[src/rtl/instr_fetch_memory.sv]
// Instruction fetch memory: loader-written word array with a fully pipelined read port.
// Latency: LATENCY cycles from accept to VALID; one accept per cycle, results in order.
// Backpressure: RDY drops while the loader writes (loader priority) or, when built with
//               IMEM_STALL_EN, while STALL is high (whole pipeline and outputs freeze).
//
// Optional feature macro: IMEM_STALL_EN (adds the STALL input).
//
// Ports:
//   CLK      single clock, rising-edge
//   RST      asynchronous active-high reset (clears pipeline and outputs, not memory)
//   REQ/ADDR fetch request and word address, accepted when REQ && RDY
//   RDY      request can be accepted this cycle
//   DO/ERR   fetched word / out-of-range flag, qualified by VALID
//   VALID    one-cycle pulse per accepted fetch (held while stalled)
//   LD_WE/LD_ADDR/LD_DI  loader write port
//   STALL    (IMEM_STALL_EN only) freeze the fetch pipeline
module instr_fetch_memory #(
    parameter int DATAWIDTH = 16,
    parameter int ADDRBUS   = 8,
    parameter int DEPTH     = 256,   // 2 .. 2**ADDRBUS
    parameter int LATENCY   = 2      // 1 .. 4
) (
    input  logic                 CLK,
    input  logic                 RST,
`ifdef IMEM_STALL_EN
    input  logic                 STALL,
`endif
    input  logic                 REQ,
    input  logic [ADDRBUS-1:0]   ADDR,
    output logic                 RDY,
    output logic [DATAWIDTH-1:0] DO,
    output logic                 VALID,
    output logic                 ERR,
    input  logic                 LD_WE,
    input  logic [ADDRBUS-1:0]   LD_ADDR,
    input  logic [DATAWIDTH-1:0] LD_DI
);

    // DEPTH may equal 2**ADDRBUS, so range compares are done one bit wider.
    localparam logic [ADDRBUS:0] DEPTH_W = (ADDRBUS + 1)'(DEPTH);

    logic [DATAWIDTH-1:0] mem [DEPTH];

    logic stall;
`ifdef IMEM_STALL_EN
    assign stall = STALL;
`else
    assign stall = 1'b0;
`endif

    logic accept;
    logic rd_oor;
    logic wr_ok;

    assign RDY    = !LD_WE && !stall;
    assign accept = REQ && RDY;
    assign rd_oor = {1'b0, ADDR} >= DEPTH_W;
    assign wr_ok  = LD_WE && ({1'b0, LD_ADDR} < DEPTH_W);

    // Memory contents survive reset; writes are only blocked while RST is high.
    always_ff @(posedge CLK) begin
        if (!RST && wr_ok) begin
            mem[LD_ADDR] <= LD_DI;
        end
    end

    // Pipeline stage k holds a fetch accepted k edges ago; the last stage drives the outputs.
    logic                 st_vld [LATENCY];
    logic [DATAWIDTH-1:0] st_dat [LATENCY];
    logic                 st_err [LATENCY];

    logic                 nx_vld [LATENCY];
    logic [DATAWIDTH-1:0] nx_dat [LATENCY];
    logic                 nx_err [LATENCY];

    always_comb begin
        // Stage 0 captures the array word at the accept edge, so a write on that same
        // edge is not visible to this fetch; out-of-range fetches return zero.
        nx_vld[0] = accept;
        nx_err[0] = rd_oor;
        nx_dat[0] = rd_oor ? '0 : mem[ADDR];
        for (int k = 1; k < LATENCY; k++) begin
            nx_vld[k] = st_vld[k-1];
            nx_err[k] = st_err[k-1];
            nx_dat[k] = st_dat[k-1];
        end
    end

    always_ff @(posedge CLK or posedge RST) begin
        if (RST) begin
            for (int k = 0; k < LATENCY; k++) begin
                st_vld[k] <= 1'b0;
                st_dat[k] <= '0;
                st_err[k] <= 1'b0;
            end
        end else if (!stall) begin
            for (int k = 0; k < LATENCY - 1; k++) begin
                st_vld[k] <= nx_vld[k];
                st_dat[k] <= nx_dat[k];
                st_err[k] <= nx_err[k];
            end
            // Output stage: DO keeps the last delivered word between results,
            // ERR is only meaningful alongside VALID.
            st_vld[LATENCY-1] <= nx_vld[LATENCY-1];
            if (nx_vld[LATENCY-1]) begin
                st_dat[LATENCY-1] <= nx_dat[LATENCY-1];
                st_err[LATENCY-1] <= nx_err[LATENCY-1];
            end else begin
                st_err[LATENCY-1] <= 1'b0;
            end
        end
    end

    assign VALID = st_vld[LATENCY-1];
    assign DO    = st_dat[LATENCY-1];
    assign ERR   = st_err[LATENCY-1];

endmodule
[config.mk]
export PLATFORM = sky130hd
export DESIGN_NAME = instr_fetch_memory
export DESIGN_NICKNAME = d
export VERILOG_FILES = /design/src/rtl/instr_fetch_memory.sv
export SDC_FILE = /design/constraint.sdc
export NUM_CORES = 2
export LEC_CHECK = 0
export BUFFER_PORTS_ARGS = -buffer_cell sky130_fd_sc_hd__buf_2
export CORE_MARGIN = 2
export CORE_UTILIZATION = 48
export CTS_CLUSTER_DIAMETER = 60
export DETAILED_ROUTE_END_ITERATION = 12
export PLACE_DENSITY = 0.69
export SLEW_MARGIN = 5
export SYNTH_ARGS = -nofsm -noshare
export SYNTH_HDL_FRONTEND = slang
export SYNTH_SLANG_ARGS = --single-unit
[constraint.sdc]
create_clock -name CLK -period 2.6 [get_ports CLK]
set_clock_uncertainty 0.1 [all_clocks]
set_input_delay 0.52 -clock CLK [delete_from_list [all_inputs] [get_ports CLK]]
set_output_delay 0.52 -clock CLK [all_outputs]
set_load 0.05 [all_outputs]
==> flow_metrics.tcl <==
set metrics [dict create \
    outcome "complete, but fails checks" \
    violations "setup timing" \
    dieArea_sq_um 336000 \
    grt_use_total_pct 26.1 \
    gp_congestion 0.942 \
    crit_path_start_kind "input port" \
    ys_types 62 \
    syn_area_per_cell_sq_um 21.2 \
    r2r-start "mem[233][6]" \
    dp_hpwl_mm 287 \
    clockRootBuffer "clkbuf_16" \
    syn-cell-area_sq_um 159000 \
    synth-edff-count 4096 \
    synth_area_leaders "edfxtp_1, mux4_2, mux2i_1" \
    initial_core_util_pct 48.2 \
    clock_sinks 4130 \
    nets 8924 \
    r2r_slack_ns -0.04 \
    setup_viol 9 \
    cp-endpoint "nx_dat[6]" \
    placed_cell_area_sq_um 178000 \
    fmax_mhz 368 \
    synthSimpleGateAreaFrac_pct 2.11 \
    synthCells 7495 \
    dr.pass1.iters 6 \
    power_density_nw_per_um2 726 \
    yosysTopAreaCell "edfxtp_1" \
    rsz0062_at_grt "yes" \
    grt-ovfl-total 0 \
    wl_per_cell_um 32.9 \
    async_reset_ff_share_pct 0.823 \
    slew_viol_final 0 \
    clk_latency_ns 0.98 \
    fin_crit_ns 2.72 \
    synth-seq-cells 4130 \
    die_h_um 580 \
    hp-class "input port to asynchronous set/reset pin" \
    grt_pass1_vias 85000 \
    drc 0 \
    tightestPinTransition_ns 1.21 \
    yosys.area_share.adder_pct 0 \
    worst_slack_ns -0.116 \
    path_class "input port to flip-flop" \
    vdd_drop_max_mv 0.606 \
    drtIter0Drc 12500 \
    synth_top_family_by_area "multiplexers" \
    arrival_ns 3.50 \
    worstRegToRegCells 7 \
    syn_nets 7531 \
    cts_tree "built" \
    cap_violations 0 \
    p_leak_nw 62.9 \
    hold_violations 0 \
    yosysTopAreaCellShare_pct 77.3 \
    wl_mm 447 \
    finalInstanceArea_sq_um 192000 \
    total_power_mw 140 \
    yosys-mux-area-fraction_pct 14.9 \
    critPathCaptureType "flip-flop" \
    synth_compound_area_share_pct 3.51 \
    io_buffers 53 \
    relSlewSlack_pct 19.1 \
    final_common_cell "edfxtp_1" \
    numCtsBuffers 410 \
    final_cells 13600 \
    ant_nets 0 \
    yosysWarnings 0 \
    synth_flop_cell "edfxtp_1" \
    grt_pass1_wl_mm 631 \
    io_pins 55 \
    die_w_um 580 \
    clockBufferDepth 4 \
    clk_pin_slew_ns 0.06 \
    required_ns 3.38 \
    row_count 211 \
    grt_max_degree 97 \
    vias_per_cell 6.30 \
    rr_endpoint "nx_dat[6]" \
    htree_levels 5 \
    fin_crit_sh_pct 104 \
    antenna_found_initial 30 \
    core_sq_um 330000 \
    critical_path_peak_fanout 22 \
    synthToLayoutAreaGrowth_pct 20.9 \
    layout-drive-gt1-share_pct 33.2 \
    yosysSeqAreaShare_pct 77.8 \
    vias 85700 \
    critPathLaunch "ADDR[1]" \
    final_cell_mix "edfxtp_1, buf_4, mux4_2, mux2i_1, clkbuf_16" \
    synth-xor-area-share_pct 0 \
    placedCellCount 12800 \
]
[worst min path at each step]
stage,from,end,slack (ns),depth (start not counted)
2_1_floorplan,nx_vld[0],VALID,0.25,0
3_3_place_gp,DO[11],DO[11],0.40,1
3_5_place_dp,DO[11],DO[11],0.41,1
4_1_cts,LD_ADDR[3],mem[156][9],0.18,5
5_1_grt,RST,nx_vld[0],0.24,5
6_report,RST,nx_vld[0],0.26,5
[area by class of cell]
cell class                 instances  area [sq um]
multi-input combinational       2897         33800
fill                           23000        138000
tap                             4366          5460
timing repair buffer            1444         16300
clock inverter                   223          2160
antenna                           17          42.5
sequential                      4130        124000
inverter                           5          26.3
clock buffer                     528         10900
[sequential cells by signal, summed over array words and instances (netlist names)]
register,cells
nx_dat,16
DO,16
mem,4096
nx_vld,1
VALID,1
[what timing repair did]
| item | in CTS | in global routing |
|---|---|---|
| endpoints found under the setup margin | 15 | 16 |
| pin swaps | 9 | 22 |
| endpoints found under the hold margin | 602 | 0 |
| hold buffers | 19 | 0 |
| gates cloned | 1 | 3 |
| buffers inserted | 1 | 22 |
| resized for setup | 73 | 53 |
[power by group]
part           internal (mW)  leakage [nW]  switching (mW)
Clock                   32.2          6.33            25.3
Sequential              73.3          37.2           0.239
Combinational           3.38          19.3            5.27
[layer usage]
layer	vias up	share of wire (%)	GRT usage (%)
met3	790	10	4.40
li1	34500	-	-
met1	45300	38	36.6
met4	4	4.3	10.5
met2	5084	47	41.1
met5	-	0.0060	0
[per-stage QoR]
step           util (%)  TNS (ns)  setup slack (ns)  hold slack, ns
6_report           58.3    -0.413            -0.116           0.257
5_1_grt            58.3   -0.0867           -0.0345           0.241
4_1_cts            58.1   -0.0919           -0.0755           0.176
3_5_place_dp       54.0    -47.16             -1.81           0.413
3_3_place_gp       54.0    -43.59             -1.85           0.402
2_1_floorplan         -   -447.72            -0.198           0.252
[logic make-up (layout without fill, tap and decap cells)]
group	count (synthesis)	after routing
DFF	4130	4130
muxes	1357	1357
AOI/OAI and AO/OA	799	799
and+or+nand+nor	740	740
buffers and inverters	468	2200
other	1	18
[cells in the mapped netlist, types with 24 or more instances]
cell,n
mux2_2,45
nand2_1,58
o221ai_1,100
clkbuf_1,210
buf_1,41
a22oi_1,144
dfrtp_1,34
a21oi_1,141
a221oi_1,70
mux2i_1,504
mux4_2,808
or3_1,24
edfxtp_1,4096
nand4_1,29
buf_2,97
o22ai_1,215
o21ai_0,43
nor3_1,163
buf_6,52
buf_4,49
nor2_1,363
nor4_1,27
nand3_1,37
[critical path, cell delays in order]
cell	delay (ns)
buf_8	0.16
or2_4	0.32
buf_12	0.19
buf_4	0.26
o221ai_2	0.32
a21oi_1	0.22
a2111oi_4	0.41
nand4_1	0.31
or3_4	0.52
nor3_1	0.20
(Power assumes the default switching activity.)
